## config.mk

```make
export PLATFORM = sky130hd
export DESIGN_NAME = seq_alu
export DESIGN_NICKNAME = d
export VERILOG_FILES = /design/src/rtl/seq_alu.sv
export SDC_FILE = /design/constraint.sdc
export NUM_CORES = 1
export LEC_CHECK = 0
export ABC_CLOCK_PERIOD_IN_PS = 2000
export CAP_MARGIN = 20
export CORE_MARGIN = 1
export CORE_UTILIZATION = 50
export CTS_BUF_LIST = sky130_fd_sc_hd__clkbuf_8
export DETAILED_ROUTE_END_ITERATION = 10
export PLACE_DENSITY = 0.79
export SLEW_MARGIN = 25
export SYNTH_ARGS = -nofsm -noshare
export SYNTH_HDL_FRONTEND = slang
export SYNTH_SLANG_ARGS = --single-unit
```

## constraint.sdc

```tcl
create_clock -name clk -period 2 [get_ports clk]
set_input_delay 0.2 -clock clk [delete_from_list [all_inputs] [get_ports clk]]
set_output_delay 0.2 -clock clk [all_outputs]
set_load 0.02 [all_outputs]
```

## src/rtl/seq_alu.sv

```systemverilog
// ============================================================================
// Module   : seq_alu
// Brief    : Registered WIDTH-bit ALU with iterative shift/rotate, flags and
//            valid/ready handshakes; holds one operation at a time.
// Revision : 1.0
// ============================================================================
`default_nettype none

module seq_alu #(
    parameter int WIDTH = 8,
    parameter int SHW   = $clog2(WIDTH)
) (
    input  logic             clk,
    input  logic             rst,
    input  logic             in_valid,
    output logic             in_ready,
    input  logic [WIDTH-1:0] A,
    input  logic [WIDTH-1:0] B,
    input  logic [3:0]       S,
    input  logic             C_in,
    input  logic             A_l,
    input  logic             A_r,
    output logic             out_valid,
    input  logic             out_ready,
    output logic [WIDTH-1:0] O,
    output logic             C_out,
    output logic             Z,
    output logic             N,
    output logic             V
);

    localparam logic [1:0] c_ST_IDLE  = 2'd0;
    localparam logic [1:0] c_ST_SHIFT = 2'd1;
    localparam logic [1:0] c_ST_DONE  = 2'd2;

    localparam logic [1:0] c_GRP_ARITH = 2'b00;
    localparam logic [1:0] c_GRP_LOGIC = 2'b01;

    logic [1:0]       r_state;
    logic [1:0]       w_state_next;

    logic             w_accept;
    logic             w_is_shift;
    logic [SHW-1:0]   w_amount;
    logic             w_immediate;

    logic [WIDTH-1:0] r_acc;
    logic [SHW-1:0]   r_count;
    logic             r_left;
    logic             r_rotate;
    logic             r_fill;

    logic [WIDTH-1:0] w_d;
    logic [WIDTH:0]   w_sum;
    logic [WIDTH-1:0] w_imm_o;
    logic             w_imm_c;
    logic             w_imm_v;

    logic [WIDTH-1:0] w_step_acc;
    logic             w_step_out;
    logic             w_last_step;

    assign w_accept    = in_valid && in_ready;
    assign w_is_shift  = S[3];
    assign w_amount    = B[SHW-1:0];
    assign w_immediate = !w_is_shift || (w_amount == '0);
    assign w_last_step = (r_count == SHW'(1));

    // ------------------------------------------------------------------
    // FSM: state register
    // ------------------------------------------------------------------
    always_ff @(posedge clk or posedge rst) begin
        if (rst) begin
            r_state <= c_ST_IDLE;
        end else begin
            r_state <= w_state_next;
        end
    end

    // ------------------------------------------------------------------
    // FSM: next-state logic
    // ------------------------------------------------------------------
    always_comb begin
        w_state_next = r_state;
        case (r_state)
            c_ST_IDLE: begin
                if (in_valid) begin
                    w_state_next = w_immediate ? c_ST_DONE : c_ST_SHIFT;
                end
            end
            c_ST_SHIFT: begin
                if (w_last_step) begin
                    w_state_next = c_ST_DONE;
                end
            end
            c_ST_DONE: begin
                if (out_ready) begin
                    w_state_next = c_ST_IDLE;
                end
            end
            default: w_state_next = c_ST_IDLE;
        endcase
    end

    // ------------------------------------------------------------------
    // FSM: outputs
    // ------------------------------------------------------------------
    always_comb begin
        in_ready  = 1'b0;
        out_valid = 1'b0;
        case (r_state)
            c_ST_IDLE: in_ready  = 1'b1;
            c_ST_DONE: out_valid = 1'b1;
            default: begin
                in_ready  = 1'b0;
                out_valid = 1'b0;
            end
        endcase
    end

    // ------------------------------------------------------------------
    // Single-cycle result: arithmetic, logic and zero-length shifts
    // ------------------------------------------------------------------
    always_comb begin
        w_d     = '0;
        w_sum   = '0;
        w_imm_o = A;
        w_imm_c = 1'b0;
        w_imm_v = 1'b0;
        case (S[3:2])
            c_GRP_ARITH: begin
                case (S[1:0])
                    2'b00:   w_d = B;
                    2'b01:   w_d = ~B;
                    2'b10:   w_d = '0;
                    default: w_d = '1;
                endcase
                w_sum   = {1'b0, A} + {1'b0, w_d} + {{WIDTH{1'b0}}, C_in};
                w_imm_o = w_sum[WIDTH-1:0];
                w_imm_c = w_sum[WIDTH];
                // Overflow: like-signed operands producing an opposite-signed result
                w_imm_v = (A[WIDTH-1] == w_d[WIDTH-1]) &&
                          (w_sum[WIDTH-1] != A[WIDTH-1]);
            end
            c_GRP_LOGIC: begin
                case (S[1:0])
                    2'b00:   w_imm_o = A & B;
                    2'b01:   w_imm_o = A | B;
                    2'b10:   w_imm_o = A ^ B;
                    default: w_imm_o = ~A;
                endcase
            end
            default: begin
                w_imm_o = A;
            end
        endcase
    end

    // ------------------------------------------------------------------
    // One-bit shift step applied to the accumulator
    // ------------------------------------------------------------------
    always_comb begin
        if (r_left) begin
            w_step_out = r_acc[WIDTH-1];
            w_step_acc = {r_acc[WIDTH-2:0], (r_rotate ? r_acc[WIDTH-1] : r_fill)};
        end else begin
            w_step_out = r_acc[0];
            w_step_acc = {(r_rotate ? r_acc[0] : r_fill), r_acc[WIDTH-1:1]};
        end
    end

    // ------------------------------------------------------------------
    // Datapath registers and result/flag capture
    // ------------------------------------------------------------------
    always_ff @(posedge clk or posedge rst) begin
        if (rst) begin
            r_acc    <= '0;
            r_count  <= '0;
            r_left   <= 1'b0;
            r_rotate <= 1'b0;
            r_fill   <= 1'b0;
            O        <= '0;
            C_out    <= 1'b0;
            Z        <= 1'b0;
            N        <= 1'b0;
            V        <= 1'b0;
        end else if (w_accept) begin
            // All operand and mode bits are captured so later input changes are ignored
            r_acc    <= A;
            r_count  <= w_amount;
            r_left   <= S[2];
            r_rotate <= S[0];
            r_fill   <= S[2] ? A_r : A_l;
            if (w_immediate) begin
                O     <= w_imm_o;
                C_out <= w_imm_c;
                Z     <= (w_imm_o == '0);
                N     <= w_imm_o[WIDTH-1];
                V     <= w_imm_v;
            end
        end else if (r_state == c_ST_SHIFT) begin
            r_acc   <= w_step_acc;
            r_count <= r_count - SHW'(1);
            if (w_last_step) begin
                O     <= w_step_acc;
                C_out <= w_step_out;
                Z     <= (w_step_acc == '0);
                N     <= w_step_acc[WIDTH-1];
                V     <= 1'b0;
            end
        end
    end

endmodule

`default_nettype wire

```

* Word-level counts from Yosys, hierarchy flattened *
Index checks and enable logic that the tools add are counted.

storage, ports and cells
  register bits after elaboration = 28
  bits of input ports = 27
  output and inout port bits = 14
  word-level logic and storage cells = 87

cells by class
  add/subtract/negate cells = 3
  eq/ne operators = 12
  mux-type cells = 42
  bitwise operators = 5
  reduce and logical (&&, ||, !) cells = 14

operator list
  operator                                                            count
  8-bit two-way mux                                                   8
  8-bit case mux with 3 select lines                                  2
  1-bit two-way mux                                                   24
  8-bit logical NOT                                                   2
  8-bit inverter                                                      2
  8-bit case mux with 2 select lines                                  1
  8-bit by 8-bit adder with 9-bit output                              1
  9-bit by 1-bit adder with 9-bit output                              1
  8-bit AND                                                           1
  2-bit two-way mux                                                   4
  8-bit bitwise OR                                                    1
  8-bit XOR                                                           1
  2-bit by 1-bit == test with 1-bit output, second input constant     3
  2-bit logical NOT                                                   3
  3-bit two-way mux                                                   2
  2-bit != test, second input constant                                3
  2-bit case mux with 3 select lines                                  1
  3-bit AND reduction                                                 2
  2-bit == test, second input constant                                2
  2-bit nonzero test                                                  2
  3-bit by 1-bit == test with 1-bit output, second input constant     1
  3-bit logical NOT                                                   1
  3-bit by 1-bit subtractor with 3-bit output, second input constant  1
  1-bit logical AND                                                   2
  other kinds (5)                                                     5

* Logic depth before layout (Yosys ltp) *
Gate-level depths: netlist of the first run.

  word-level depth = 10
  depth in mapped cells = 13
  depth with buffers taken out = 12

* Least setup slack after synthesis of the first run *
No wires, ideal clock.

  path kind = input to register
  start point = input port S[0]
  end point = register Z
  library setup time = 0.066 ns
  arrival = 2.342 ns
  data required time = 1.934 ns
  path slack = -0.408 ns
  cell stages on the path = 12
  path buffers = 2
  cells stage by stage = buf_4 -> buf_2 -> xnor2_1 -> fa_1 -> inv_1 -> fa_1 -> nand3_1 -> a21boi_1 -> o21a_1 -> or3_1 -> a31oi_1 -> a31o_1

between the ends
  word-level cells in the longest chain between the ends = 9
  elaborated cells on any way between the ends = 12
  those cells by class = add/sub (2); eq/ne (2); mux (6); reduce/logical (2)

RTL lines
  what                                         RTL line  text
  start: declaration                           19        input logic [3:0] S,
  2-bit == test, or another cell as far along  132, 146
  8-bit case mux with 3 select lines           132       case (S[1:0])
  8-bit two-way mux                            130       case (S[3:2])
  8-bit by 8-bit adder with 9-bit output       138       w_sum = {1'b0, A} + {1'b0, w_d} + {{WIDTH{1'b0}}, C_in};
  9-bit by 1-bit adder with 9-bit output       138
  8-bit case mux with 2 select lines *         130
  8-bit logical NOT *                          197       Z <= (w_imm_o == '0);
  1-bit two-way mux *                          194       if (w_immediate) begin
  1-bit two-way mux *                          187       end else if (w_accept) begin
  end signal: assignment                       197
  end signal: assignment                       207       Z <= (w_step_acc == '0);
  end: declaration                             27        output logic Z,

Mark *: on every way between the ends. The rest lies on a longest branch, timed or not. The select of a mux whose other input is x is not followed.
A chain may end at the register's enable or synchronous reset.

* Final worst setup path of the first run *
  start point = input port B[0]
  end point = register Z

between the ends
  word-level cells in the longest chain between the ends = 9
  elaborated cells on any way between the ends = 17
  those cells by class = add/sub (2); eq/ne (1); mux (6); bitwise (4); reduce/logical (4)

RTL lines
  what                                    RTL line  text
  start: declaration                      18        input logic [WIDTH-1:0] B,
  8-bit inverter                          134       2'b01: w_d = ~B;
  8-bit case mux with 3 select lines      132
  8-bit two-way mux                       130
  8-bit by 8-bit adder with 9-bit output  138
  9-bit by 1-bit adder with 9-bit output  138
  8-bit case mux with 2 select lines      130
  8-bit logical NOT                       197
  1-bit two-way mux                       194
  1-bit two-way mux                       187

Several ways; a longest one is shown, not always the timed one. The select of a mux whose other input is x is not followed.

==> results of run 1 <==
state kept, by name, summed over array words and instances, names as in the netlist:
name      count
r_rotate      1
O             7
r_left        1
r_count       3
V             1
r_fill        1
N             1
Z             1
r_acc         8
r_state       2
C_out         1
critical path, delay by kind of cell:
kind	cells	cell delay, ns
and+or+nand+nor	3	0.44
buffers and inverters	3	0.20
AOI/OAI and AO/OA	4	0.61
adders and majority gates	2	0.60
xor gates and xnor gates	1	0.18
cells by family after synthesis:
family,count (synthesis),share of synthesized area (%)
and+or+nand+nor,93,17.1
xor gates and xnor gates,12,4.23
adders and majority gates,27,14.2
buffers and inverters,49,8.17
muxes,18,10.9
DFF,27,27.2
AOI/OAI and AO/OA,68,18.1
synthesized netlist by cell type (2+ instances only):
cell type / n
a211oi_1: 2
a21oi_1: 14
a221o_1: 3
a22oi_1: 2
a31oi_1: 3
buf_2: 3
buf_4: 2
clkbuf_1: 7
dfrtp_1: 27
fa_1: 2
ha_1: 25
inv_1: 33
inv_2: 2
mux2i_1: 11
mux4_2: 6
nand2_1: 42
nand2b_1: 12
nand3_1: 5
nand3b_1: 2
nor2_1: 19
nor2b_1: 4
nor3_1: 2
nor4_1: 2
o211ai_1: 2
o21ai_0: 10
o21ai_1: 10
o221ai_1: 6
o22a_1: 2
o31ai_1: 2
xnor2_1: 11
power groups by stage:
stage	Sequential, mW	Clock (mW)	Combinational (mW)
3_5_place_dp	1.08	0	1.96
5_1_grt	1.11	0.330	2.31
4_1_cts	1.07	0.302	2.02
6_report	1.08	0.301	2.10
3_3_place_gp	1.06	0	1.91
2_1_floorplan	1.11	0	1.18
what timing repair did:
action,CTS,global route
gates resized for setup,37,23
gates cloned,0,0
pin swaps,27,21
setup endpoints to repair,11,10
hold buffers,0,0
buffers inserted,8,2
worst paths after layout:
check                           cells after the start  startpoint          to  slack, ns
worst min register to register                      2        O[0]        O[0]       0.47
worst max-delay path                               13        B[0]           Z      -0.03
worst max register to register                      4      r_left           Z       0.19
max in group asynchronous                           3         rst    r_acc[6]       1.47
min in group clk                                    3        B[0]  r_count[0]       0.28
worst min-delay path                                3         rst  r_state[1]       0.28
cell type report:
class / instances / area share (%)
multi-input cells: 218 / 48.7
repair buffers: 107 / 25.1
flip-flops and latches: 27 / 18.8
inverters: 35 / 3.79
well taps: 67 / 2.33
clock buffers: 3 / 1.15
clock inverters: 1 / 0.104
layer usage:
layer | up-vias | track usage, % | share of wire [%]
li1 | 1217 | - | -
met1 | 1232 | 32.9 | 41
met2 | 107 | 51.0 | 53
met3 | 8 | 3.06 | 5.0
met4 | 0 | 10.9 | 1.1
met5 | - | 0 | 0
metrics by stage:
stage / TNS (ns) / instance area, sq um / std cells / hold slack [ns]
2_1_floorplan: -0.874 / 2560 / 294 / 0.253
3_3_place_gp: -6.60 / 3390 / 446 / 0.449
3_5_place_dp: -7.43 / 3390 / 446 / 0.456
4_1_cts: -0.315 / 3530 / 457 / 0.286
5_1_grt: -0.387 / 3600 / 458 / 0.277
6_report: -0.0493 / 3600 / 458 / 0.276
==> results.toml, run 1 <==
[global_route]
grt_usage_pct = 27.7
grt_max_degree = 28
grt_pass1_wl_um = 11200
antenna_found_initial = 0
grt-ovfl-total = 0
grt_pass1_vias = 2524

[sta]
hold_viol = 0
fin_crit_ns = 2.03
relSlewSlack_pct = 60.3
finClkSkew_ns = 0.00452
fmax_mhz = 492
worstMarginPinSlew_ns = 0.596
timing.final.crit_share_pct = 102
layout_setup_ws_ns = -0.0328
final_max_slew_viol_count = 0
finalSetupViolations = 3
rsz0062_at_grt = "yes"

[critical_path]
cp_slowest_stage_delay_ns = 0.36
path_cells = "buf_8, inv_6, nor2_4, xnor2_2, fa_2, inv_2, fa_2, nand3_2, a21boi_2, o21a_1, or3_1, a31oi_2, a31o_1"
crit_fanout = 2
cpMaxStageDelayCell = "fa_2"
critPathKind = "in -> reg"
cp_data_arrival_time_ns = 2.24
crit_top_cell = "fa_2"
start_kind = "primary input"
end_kind = "register"
crit_required_ns = 2.21

[hold_path]
worst_hold_path_type = "in -> async"

[pwr]
power.switching_mw = 1.54
combPwrFrac_pct = 60.4
p_int_mw = 1.95
powerDensity_mw_per_mm2 = 967
power.share.sequential_pct = 31.0
p_sw_share_pct = 44.1
pwr-share-clk_pct = 8.6
leakagePower_nw = 1.70
ir_worst_vdd_v = 0.000466
p_total_mw = 3.48

[run]
max_cap_viol_count = 0

[final_layout]
seqCellArea_sq_um = 676
final_cell_mix = "65 x buf_4, 42 x nand2_1, 28 x inv_1"
nFillCells = 356
final_common_cell = "buf_4"
area_growth_pct = 45.1
n_antenna_cell = 0
nets = 446
multi_input_area_sq_mm = 0.00176
drive_gt1_share_pct = 28.9
finalCoreUtilization_pct = 75.7

[synth]
synth_edf_count = 0
syn_avg_cell_area_sq_um = 8.44
synthArstFlopShare_pct = 100
synthFlopType = "dfrtp_1"
yosys_register_bits = 27
seq_area_frac_synth_pct = 27.2
ys_types = 51
syn-num-nets = 348
synth_cells = 294
yosysTopAreaCellShare_pct = 27.2
synth.area.top_cells = "dfrtp_1 27%, ha_1 13%, nand2_1 6.4%"
synth_area_sq_mm = 0.00248
synth_top_area_cell = "dfrtp_1"
ys_warn_count = 0

[floorplan]
die-area_sq_mm = 0.00525
coreArea_sq_mm = 0.00475
die_x_um = 72.5
rows = 25
start_util_pct = 52.2
die_h_um = 72.5
ioPinCount = 41

[clocking]
clockBufferDepth = 2
cts_tree = "yes"
tritoncts.num_buffers = 3
cts.clk_slew.worst_paths_ns = 0.09
clkLatencyLatePin_ns = 0.27
cts_max_level = 1
clkSinkCount = 27
cts_root_buf = "clkbuf_8"

[route]
vias = 2564
wl_um = 7020
vias_per_cell = 5.60
drt_iter0_drc = 257
drc = 0
ant_nets = 0
dr.pass1.iters = 4
routedWlPerCell_um = 15.3

[placement]
pre_cts_ws_ns = -0.860
dp_hpwl_um = 5040
portBuffers = 40
routabilityCongestion = 0.857

[status]
violations = "negative setup slack"
status = "finished with violations"
No activity file was read; power rests on OpenSTA's default activity.
==> run 2, diff against run 1 <==
CAP_MARGIN = 40   (was 20)
SETUP_SLACK_MARGIN = 0.3   (was not set)
SLEW_MARGIN = not set   (was 25)
==> run 2 against run 1 <==
The run still ends with negative setup slack left. Clock skew grew 0.00058 ns. Cell area increased by 4.7%. Flip-flop and latch count unchanged. Count of clock-buffer cells in the layout is the same. Setup slack worse by 0.15 ns. Sequential share of layout area decreased by 0.85 points. Power grew 3.5%. Critical path depth did not move. Clock power increased by 1%. Critical path type unchanged. Largest cell class unchanged. Highest routed layer unchanged.
==> results.toml, run 2 (synthesized netlist as in run 1, its figures left out) <==
[floorplan]
ioPinCount = 41
die_h_um = 72.5
rows = 25
coreArea_sq_mm = 0.00475
die-area_sq_mm = 0.00525
die_x_um = 72.5
start_util_pct = 52.2

[critical_path]
cp_slowest_stage_delay_ns = 0.38
r2r_slack_ns = 0.32
crit_fanout = 7
crit_top_cell = "fa_2"
r2r-end = "Z"
end_kind = "register"
ff2ff_path_depth = 7
crit_required_ns = 2.22
cp_data_arrival_time_ns = 2.40
critical_path_buf_inv_count = 3
cpMaxStageDelayCell = "fa_2"
start_kind = "primary input"
critical-path-top-delay-family = "adder cells"
r2r_start = "r_count[1]"
critPathKind = "in -> reg"
cp.depth = 13
path_cells = "buf_6, buf_8, nor2_4, xnor2_2, fa_2, inv_2, fa_2, nand3_2, a21boi_2, o21a_1, or3_4, a31oi_4, a31o_1"

[route]
ant_nets = 0
wl_um = 7590
drt_iter0_drc = 249
vias_per_cell = 5.68
vias = 2648
dr.pass1.iters = 5
routedWlPerCell_um = 16.3
drc = 0

[final_layout]
final_cell_mix = "69 x buf_4, 41 x nand2_1, 29 x inv_1"
largestRegisters = "r_acc: 8 flops, O: 7 flops, r_count: 3 flops"
final_common_cell = "buf_4"
drive_gt1_share_pct = 34.3
area_growth_pct = 51.9
nFillCells = 319
top_register = "r_acc"
nets = 454
largest_reg_flops = 8
n_antenna_cell = 0
fin_area_sq_mm = 0.00377
finalCoreUtilization_pct = 79.3

[status]
status = "finished with violations"
violations = "negative setup slack"

[global_route]
grt_pass1_wl_um = 11800
grt-ovfl-total = 0
antenna_found_initial = 0
grt_max_degree = 28
grt_pass1_vias = 2487
grt_usage_pct = 29.3

[sta]
hold_viol = 0
rsz0062_at_grt = "yes"
relSlewSlack_pct = 59.6
finClkSkew_ns = 0.00510
final_max_slew_viol_count = 0
worstMarginPinSlew_ns = 0.603
layout_setup_ws_ns = -0.183
finalSetupViolations = 7
timing.final.crit_share_pct = 109
fmax_mhz = 458
fin_crit_ns = 2.18

[placement]
place_area_sq_mm = 0.00339
dp_hpwl_um = 5160
portBuffers = 40
routabilityCongestion = 0.864
pre_cts_ws_ns = -0.818

[pwr]
ir_worst_vdd_v = 0.000466
leakagePower_nw = 1.77
powerDensity_mw_per_mm2 = 956
p_total_mw = 3.60

[clocking]
tritoncts.num_buffers = 3
cts_tree = "yes"
clkSinkCount = 27
clockBufferDepth = 2
cts_root_buf = "clkbuf_8"
cts_max_level = 1
cts.clk_slew.worst_paths_ns = 0.09
cts_hold_buffers = 0
clkLatencyLatePin_ns = 0.27

[hold_path]
worst_hold_path_type = "in -> async"

[run]
max_cap_viol_count = 0
[run 2: what timing repair did]
action / in CTS / in global routing
setup endpoints to repair: 12 / 12
pin swaps: 35 / 18
setup buffers: 14 / 2
resized for setup: 64 / 20
[run 2: layout make-up]
| cell class | instances | area [sq um] | share of cell area, % |
|---|---|---|---|
| clock buffers | 3 | 41.3 | 1.09 |
| clock inverters | 1 | 3.75 | 0.0995 |
| multi-input cells | 218 | 1860 | 49.4 |
| flip-flops and latches | 27 | 676 | 17.9 |
| inverters | 35 | 131 | 3.48 |
| repair buffers | 115 | 971 | 25.7 |
| well taps | 67 | 83.8 | 2.22 |
[run 2: worst max path at each step]
| stage | from | to |
|---|---|---|
| 2_1_floorplan | S[1] | Z |
| 3_3_place_gp | S[1] | Z |
| 3_5_place_dp | S[1] | Z |
| 4_1_cts | S[1] | Z |
| 5_1_grt | S[1] | Z |
| 6_report | S[1] | Z |
[run 2: power breakdown]
| group | total (mW) | switching [mW] | internal [mW] |
|---|---|---|---|
| Clock | 0.305 | 0.168 | 0.138 |
| Combinational | 2.24 | 1.19 | 1.05 |
| Sequential | 1.06 | 0.254 | 0.806 |
[run 2: per-layer routing]
metal  global-route usage (%)  share of wire (%)  wire length [um]
met1                     37.3                 39              3000
met2                     51.7                 52              3930
met3                     1.94                6.1               464
met4                     11.8                2.7               202
met5                        0                  0                 0
[run 2: worst register-to-register path, cell delays in order, from the launching register on]
cell and delay (ns):
dfrtp_1 0.38, inv_1 0.07, ha_1 0.13, nand2b_1 0.09, o22a_1 0.27, a221o_1 0.34
a31oi_4 0.19, a31o_1 0.16
[run 2: per-stage QoR]
stage | std cells | hold WS, ns | setup TNS [ns]
after floorplan | 294 | 0.253 | -0.874
after global placement | 446 | 0.450 | -6.53
after detailed placement | 446 | 0.465 | -7.21
after CTS | 464 | 0.288 | -0.174
after global routing | 466 | 0.312 | -1.30
final | 466 | 0.276 | -0.601
